$ cat src/rtl/pmu_pg_pkg.sv
// Shared types and decode constants for the core power-gating sequencer.
// Output masks are indexed by the state encoding (bit n set = asserted in state n).
package pmu_pg_pkg;

    localparam int PG_DLY_W = 8;

    typedef enum logic [3:0] {
        PG_IDLE      = 4'd0,
        PG_RST_ON    = 4'd1,
        PG_ISO_ON    = 4'd2,
        PG_SLEEP_REQ = 4'd3,
        PG_PSW_OFF   = 4'd4,
        PG_OFF       = 4'd5,
        PG_PSW_ON    = 4'd6,
        PG_ISO_OFF   = 4'd7,
        PG_RST_OFF   = 4'd8
    } pg_state_t;

    localparam logic [15:0] PG_ISO_MASK    = 16'h007C;
    localparam logic [15:0] PG_SLEEP_MASK  = 16'h0078;
    localparam logic [15:0] PG_PSWOFF_MASK = 16'h0030;

    function automatic logic pg_in_mask(input logic [15:0] mask, input pg_state_t st);
        return mask[st];
    endfunction

    function automatic logic pg_is_timed(input pg_state_t st);
        return (st == PG_RST_ON) || (st == PG_ISO_ON) || (st == PG_ISO_OFF);
    endfunction

endpackage

$ cat src/rtl/pmu_pg_dly_cnt.sv
// Loadable down-counter for the sequencer dwell times; holds at zero.
module pmu_pg_dly_cnt
    import pmu_pg_pkg::*;
#(
    parameter int DLY_W = PG_DLY_W
) (
    input  logic             pmu_clk,
    input  logic             pad_cpu_rst_b,
    input  logic             load,
    input  logic [DLY_W-1:0] load_val,
    output logic             zero
);

    logic [DLY_W-1:0] cnt_q;
    logic [DLY_W-1:0] cnt_d;

    always_comb begin
        cnt_d = cnt_q;
        if (load) begin
            cnt_d = load_val;
        end else if (cnt_q != '0) begin
            cnt_d = cnt_q - DLY_W'(1);
        end
    end

    always_ff @(posedge pmu_clk or negedge pad_cpu_rst_b) begin
        if (!pad_cpu_rst_b) begin
            cnt_q <= '0;
        end else begin
            cnt_q <= cnt_d;
        end
    end

    assign zero = (cnt_q == '0);

endmodule

$ cat src/rtl/pmu_pg_seq.sv
// Core power-domain gating sequencer: reset, isolation, sleep handshake and
// power switch, reversed on wakeup, with early-wakeup abort before power removal.
module pmu_pg_seq
    import pmu_pg_pkg::*;
#(
    parameter int DLY_W = PG_DLY_W
) (
    input  logic             pmu_clk,
    input  logic             pad_cpu_rst_b,
    input  logic             pg_off_req,
    input  logic             pg_wakeup,
    input  logic [DLY_W-1:0] cfg_iso_dly,
    input  logic [DLY_W-1:0] cfg_pwr_dly,
    input  logic             corec_pmu_sleep_out,
    input  logic             psw_ack,
    output logic             pg_reset_b,
    output logic             pmu_corec_isolation,
    output logic             pmu_corec_sleep_in,
    output logic             psw_en,
    output logic             pg_busy,
    output logic             pg_done
);

    pg_state_t        state_q;
    pg_state_t        state_d;
    logic             pwr_armed_q;
    logic             pwr_armed_d;
    logic             cnt_load;
    logic [DLY_W-1:0] cnt_load_val;
    logic             cnt_zero;

    pmu_pg_dly_cnt #(.DLY_W(DLY_W)) u_dly_cnt (
        .pmu_clk       (pmu_clk),
        .pad_cpu_rst_b (pad_cpu_rst_b),
        .load          (cnt_load),
        .load_val      (cnt_load_val),
        .zero          (cnt_zero)
    );

    always_comb begin
        state_d      = state_q;
        pwr_armed_d  = pwr_armed_q;
        cnt_load     = 1'b0;
        cnt_load_val = cfg_iso_dly;
        unique case (state_q)
            PG_IDLE:      if (pg_off_req && !pg_wakeup) state_d = PG_RST_ON;
            // Wakeup is checked ahead of timer expiry and the sleep ack.
            PG_RST_ON:    if (pg_wakeup) state_d = PG_RST_OFF;
                          else if (cnt_zero) state_d = PG_ISO_ON;
            PG_ISO_ON:    if (pg_wakeup) state_d = PG_ISO_OFF;
                          else if (cnt_zero) state_d = PG_SLEEP_REQ;
            PG_SLEEP_REQ: if (pg_wakeup) state_d = PG_ISO_OFF;
                          else if (corec_pmu_sleep_out) state_d = PG_PSW_OFF;
            PG_PSW_OFF:   if (!psw_ack) state_d = PG_OFF;
            PG_OFF: begin
                if (pg_wakeup) begin
                    state_d     = PG_PSW_ON;
                    pwr_armed_d = 1'b0;
                end
            end
            // Settle timer starts only once the switch reports power good.
            PG_PSW_ON: begin
                if (!pwr_armed_q) begin
                    if (psw_ack) begin
                        pwr_armed_d  = 1'b1;
                        cnt_load     = 1'b1;
                        cnt_load_val = cfg_pwr_dly;
                    end
                end else if (cnt_zero) begin
                    state_d = PG_ISO_OFF;
                end
            end
            PG_ISO_OFF:   if (cnt_zero) state_d = PG_RST_OFF;
            PG_RST_OFF:   state_d = PG_IDLE;
            default:      state_d = PG_IDLE;
        endcase
        if ((state_d != state_q) && pg_is_timed(state_d)) begin
            cnt_load     = 1'b1;
            cnt_load_val = cfg_iso_dly;
        end
    end

    always_ff @(posedge pmu_clk or negedge pad_cpu_rst_b) begin
        if (!pad_cpu_rst_b) begin
            state_q     <= PG_IDLE;
            pwr_armed_q <= 1'b0;
        end else begin
            state_q     <= state_d;
            pwr_armed_q <= pwr_armed_d;
        end
    end

    assign pg_reset_b          = (state_q == PG_IDLE) && pad_cpu_rst_b;
    assign pmu_corec_isolation = pg_in_mask(PG_ISO_MASK, state_q);
    assign pmu_corec_sleep_in  = pg_in_mask(PG_SLEEP_MASK, state_q);
    assign psw_en              = !pg_in_mask(PG_PSWOFF_MASK, state_q);
    assign pg_busy             = (state_q != PG_IDLE);
    assign pg_done             = (state_q == PG_RST_OFF);

endmodule
$ cat config.mk
export PLATFORM = sky130hd
export DESIGN_NAME = pmu_pg_seq
export DESIGN_NICKNAME = d
export VERILOG_FILES = /design/src/rtl/pmu_pg_pkg.sv /design/src/rtl/pmu_pg_dly_cnt.sv /design/src/rtl/pmu_pg_seq.sv
export SDC_FILE = /design/constraint.sdc
export NUM_CORES = 1
export LEC_CHECK = 0
export ABC_AREA = 1
export BUFFER_PORTS_ARGS = -buffer_cell sky130_fd_sc_hd__buf_2
export CAP_MARGIN = 0
export CORE_ASPECT_RATIO = 0.8
export CORE_MARGIN = 4
export CORE_UTILIZATION = 59
export DETAILED_ROUTE_END_ITERATION = 7
export PLACE_DENSITY_LB_ADDON = 0.1
export SLEW_MARGIN = 20
export SYNTH_ARGS = -nofsm -noshare
export SYNTH_HDL_FRONTEND = slang
export SYNTH_SLANG_ARGS = --single-unit
$ cat constraint.sdc
create_clock -name pmu_clk -period 3.2 [get_ports pmu_clk]
set_input_delay 0.32 -clock pmu_clk [delete_from_list [all_inputs] [get_ports pmu_clk]]
set_output_delay 0.32 -clock pmu_clk [all_outputs]
set_load 0.05 [all_outputs]
==> results.md <==
- P&R area growth vs syn: 12.6%
- Final setup violating endpoints: 0
- Slew Limit Fails: 0
- Hold Crit Class: input port to async pin
- Root buffer cell: clkbuf_4
- Area of the core: 2160 um^2
- Avg WL per Cell: 11.0 um
- Crit Path Category: register to register
- Design Power: 1.33 mW
- Ports: 28
- EDFF count, synth: 0
- Clk_lat worst skew: 280 ps
- Syn_nets: 254
- Crit path from: u_dly_cnt.cnt_q[0]
- #FFs+latches synth: 13
- Vias: 1,453
- First-pass GRT wire length: 5.24 mm
- Post-Syn Area: 1350 um^2
- Gpl congestion: 0.943
- Total CTS buffers: 3
- Max cap viols: 0
- CTS tree: built
- Die area: 3120 um^2
- Capturing point of the worst reg2reg path: u_dly_cnt.cnt_q[0]
- Cells on worst reg2reg path: 17
- Design area: 1520 um^2
- Placed cell areas: 1480 um^2
- Antenna Cells: 0
- Starting Density: 62.6%
- DRC violations left: 0
- Synth Area in Compound Gates: 14.4%
- Outcome: complete, no violations
- Post-Synth Adder-Cell Area: 0.927%
- Post-synthesis xor/xnor area fraction: 3.24%
- Number of nets in the layout: 281
- Syn_area_per_cell: 5.84 um^2
- Mux cell area share after synthesis: 0%
- Simple-gate share of the synthesized area: 45.0%
- CP endpoint: u_dly_cnt.cnt_q[0]
- Die height: 50.8 um
- Setup Fix Bufs, Post-CTS: 0
- Ys async rst share: 100%
- Crit. End Element: register
- Final hold violation count: 0
- Initial DRC Count: 84
- Congestion Overflow GR: 0
- Syn Inst Count: 231
- R2r setup slk: 770 ps
- H-tree Lvls: 1
- Clock slew at reported path FFs: 90 ps
- Final ANT Viol Nets: 0
- Vias per cell: 5.15
- Initial antenna violation count: 0
- Synth Warn #: 0
- Final WL: 3.11 mm
- Layout cells sized above 1: 18.3%
- Largest family of logic cells by synthesized area: simple AND/OR/NAND/NOR gates
- Dpl cells: 277
- Final Skew: 8.38 ps
- Post-synthesis sequential area ratio: 24.1%
- DR pass1 iterations: 4
- # rows: 15
- Critical Path Fanout Max: 11
- Die X: 61.5 um
- Worst-margin pin slew: 470 ps
- Vias in the first global route: 1,207
- Largest net degree at the start of global routing: 20
- Pwr/cell area: 874 nW/um^2
- Worst vdd ir: 0.000742 V
- Static Leak: 0.873 nW
- Worst r2r src: u_dly_cnt.cnt_q[0]
- Port buffer count: 27
- CTS Sinks: 13
- Non-Filler Instances: 282
- Required time of the critical path: 3380 ps
- Worst rel slew slack: 68.6%
- Period utilisation layout: 76.0%
- Min cycle time layout: 2430 ps
- Max Buffers Root-to-Sink: 2
- Gates resized, CTS repair: 0
- Unrepaired setup endpoints after global routing: false
- Unique cell type count in the Yosys netlist: 28
- Final core occ: 70.4%
- Fmax: 411 MHz
- DP Worst Slack: 832 ps
- WP data arrival: 2610 ps
- Setup TNS: 0 ps
- Hold_ws: 456 ps
- CP Launch Type: register
- Ys flop type: dfrtp_1
- Final setup margin: 767 ps
- Total track usage: 21.8%
- DP Wirelength: 2.44 mm
- Fill count: 209
==> what timing repair did <==
item	CTS	global route
hold buffers	1	0
setup endpoints to repair	0	0
hold endpoints to repair	13	0
==> cell families after synthesis <==
family          Yosys count
simple gates            133
buf+inv                  41
compound gates           38
flops                    13
xor+xnor                  5
fa+ha+maj                 1
==> layer usage <==
layer	vias up	global-route usage, %	part of all wire (%)	routed length, um
li1	780	-	-	-
met1	608	34.4	49	1520
met2	61	29.1	39	1220
met3	4	4.11	10	325
met4	0	6.36	1.1	34
met5	-	0	0	0
==> worst max-delay path, cell delays in order, from the launching register on <==
cell and delay (ps):
dfrtp_1 390, inv_1 110, ha_1 260, nand2_2 130
nor2_8 180, inv_2 70, nand2_1 80, nand2_1 80
nor2_1 140, nand2_1 80, nand3_1 80, nand3_2 70
nand2_2 200, nand2_1 200, nand2_1 120, nand2_1 50
nand2_1 50, nand2_1 40
==> how the worst min path moves through the flow <==
stage | from | to | slack [ps] | cells after the start
6_report | pad_cpu_rst_b | state_q[2] | 460 | 2
5_1_grt | cfg_iso_dly[6] | u_dly_cnt.cnt_q[6] | 480 | 5
4_1_cts | cfg_iso_dly[6] | u_dly_cnt.cnt_q[6] | 450 | 5
3_5_place_dp | pad_cpu_rst_b | state_q[2] | 240 | 1
3_3_place_gp | pad_cpu_rst_b | state_q[2] | 230 | 1
2_1_floorplan | pad_cpu_rst_b | pwr_armed_q | 20 | 0
==> report_power, final <==
group / internal (mW) / switching (mW) / total (mW)
clock network: 0.0484 / 0.0583 / 0.107
registers: 0.244 / 0.0768 / 0.321
logic: 0.294 / 0.607 / 0.901
total: 0.586 / 0.743 / 1.33
==> placed cells by master, fill, tap and decap left out <==
master	synthesis	routed
buf_2	2	27
xnor2_1	2	2
o21ai_1	1	1
nand2_2	4	4
o21ai_0	28	28
o22ai_1	1	1
dfrtp_1	13	13
nand3_4	1	1
a21oi_1	7	7
nand3_1	20	20
clkbuf_4	0	3
nand3_2	2	2
clkbuf_1	3	1
nor2_4	1	1
inv_2	1	1
inv_4	1	1
nand2_1	71	71
nand4_1	3	3
nor2_1	23	23
ha_1	1	1
or2_2	1	1
xor2_1	3	3
o21bai_1	1	1
inv_1	31	31
clkinv_1	2	2
nor3_1	1	1
dlygate4sd3_1	0	1
nor2_8	1	1
nor2_2	5	5
==> synthesized netlist by cell type, types with 3 or more instances <==
cell / n / share of area (%)
nand3_1: 20 / 7.4
clkbuf_1: 3 / 0.83
nor2_2: 5 / 2.3
nand2_1: 71 / 20
a21oi_1: 7 / 2.6
nand2_2: 4 / 1.9
dfrtp_1: 13 / 24
xor2_1: 3 / 1.9
nand4_1: 3 / 1.4
inv_1: 31 / 8.6
nor2_1: 23 / 6.4
o21ai_0: 28 / 10
==> final cells by class <==
cell class | instances | area [um^2] | share of cell area, %
flip-flops and latches | 13 | 325 | 21.4
well taps | 25 | 31.3 | 2.06
clock buffers | 4 | 26.3 | 1.73
multi-input cells | 177 | 858 | 56.5
inverters | 35 | 134 | 8.81
repair buffers | 28 | 145 | 9.55
==> registers in the layout, summed over array words and instances, names as in the netlist <==
name / count
state_q: 4
u_dly_cnt.cnt_q: 8
pwr_armed_q: 1
No activity file was read; power rests on OpenSTA's default activity.
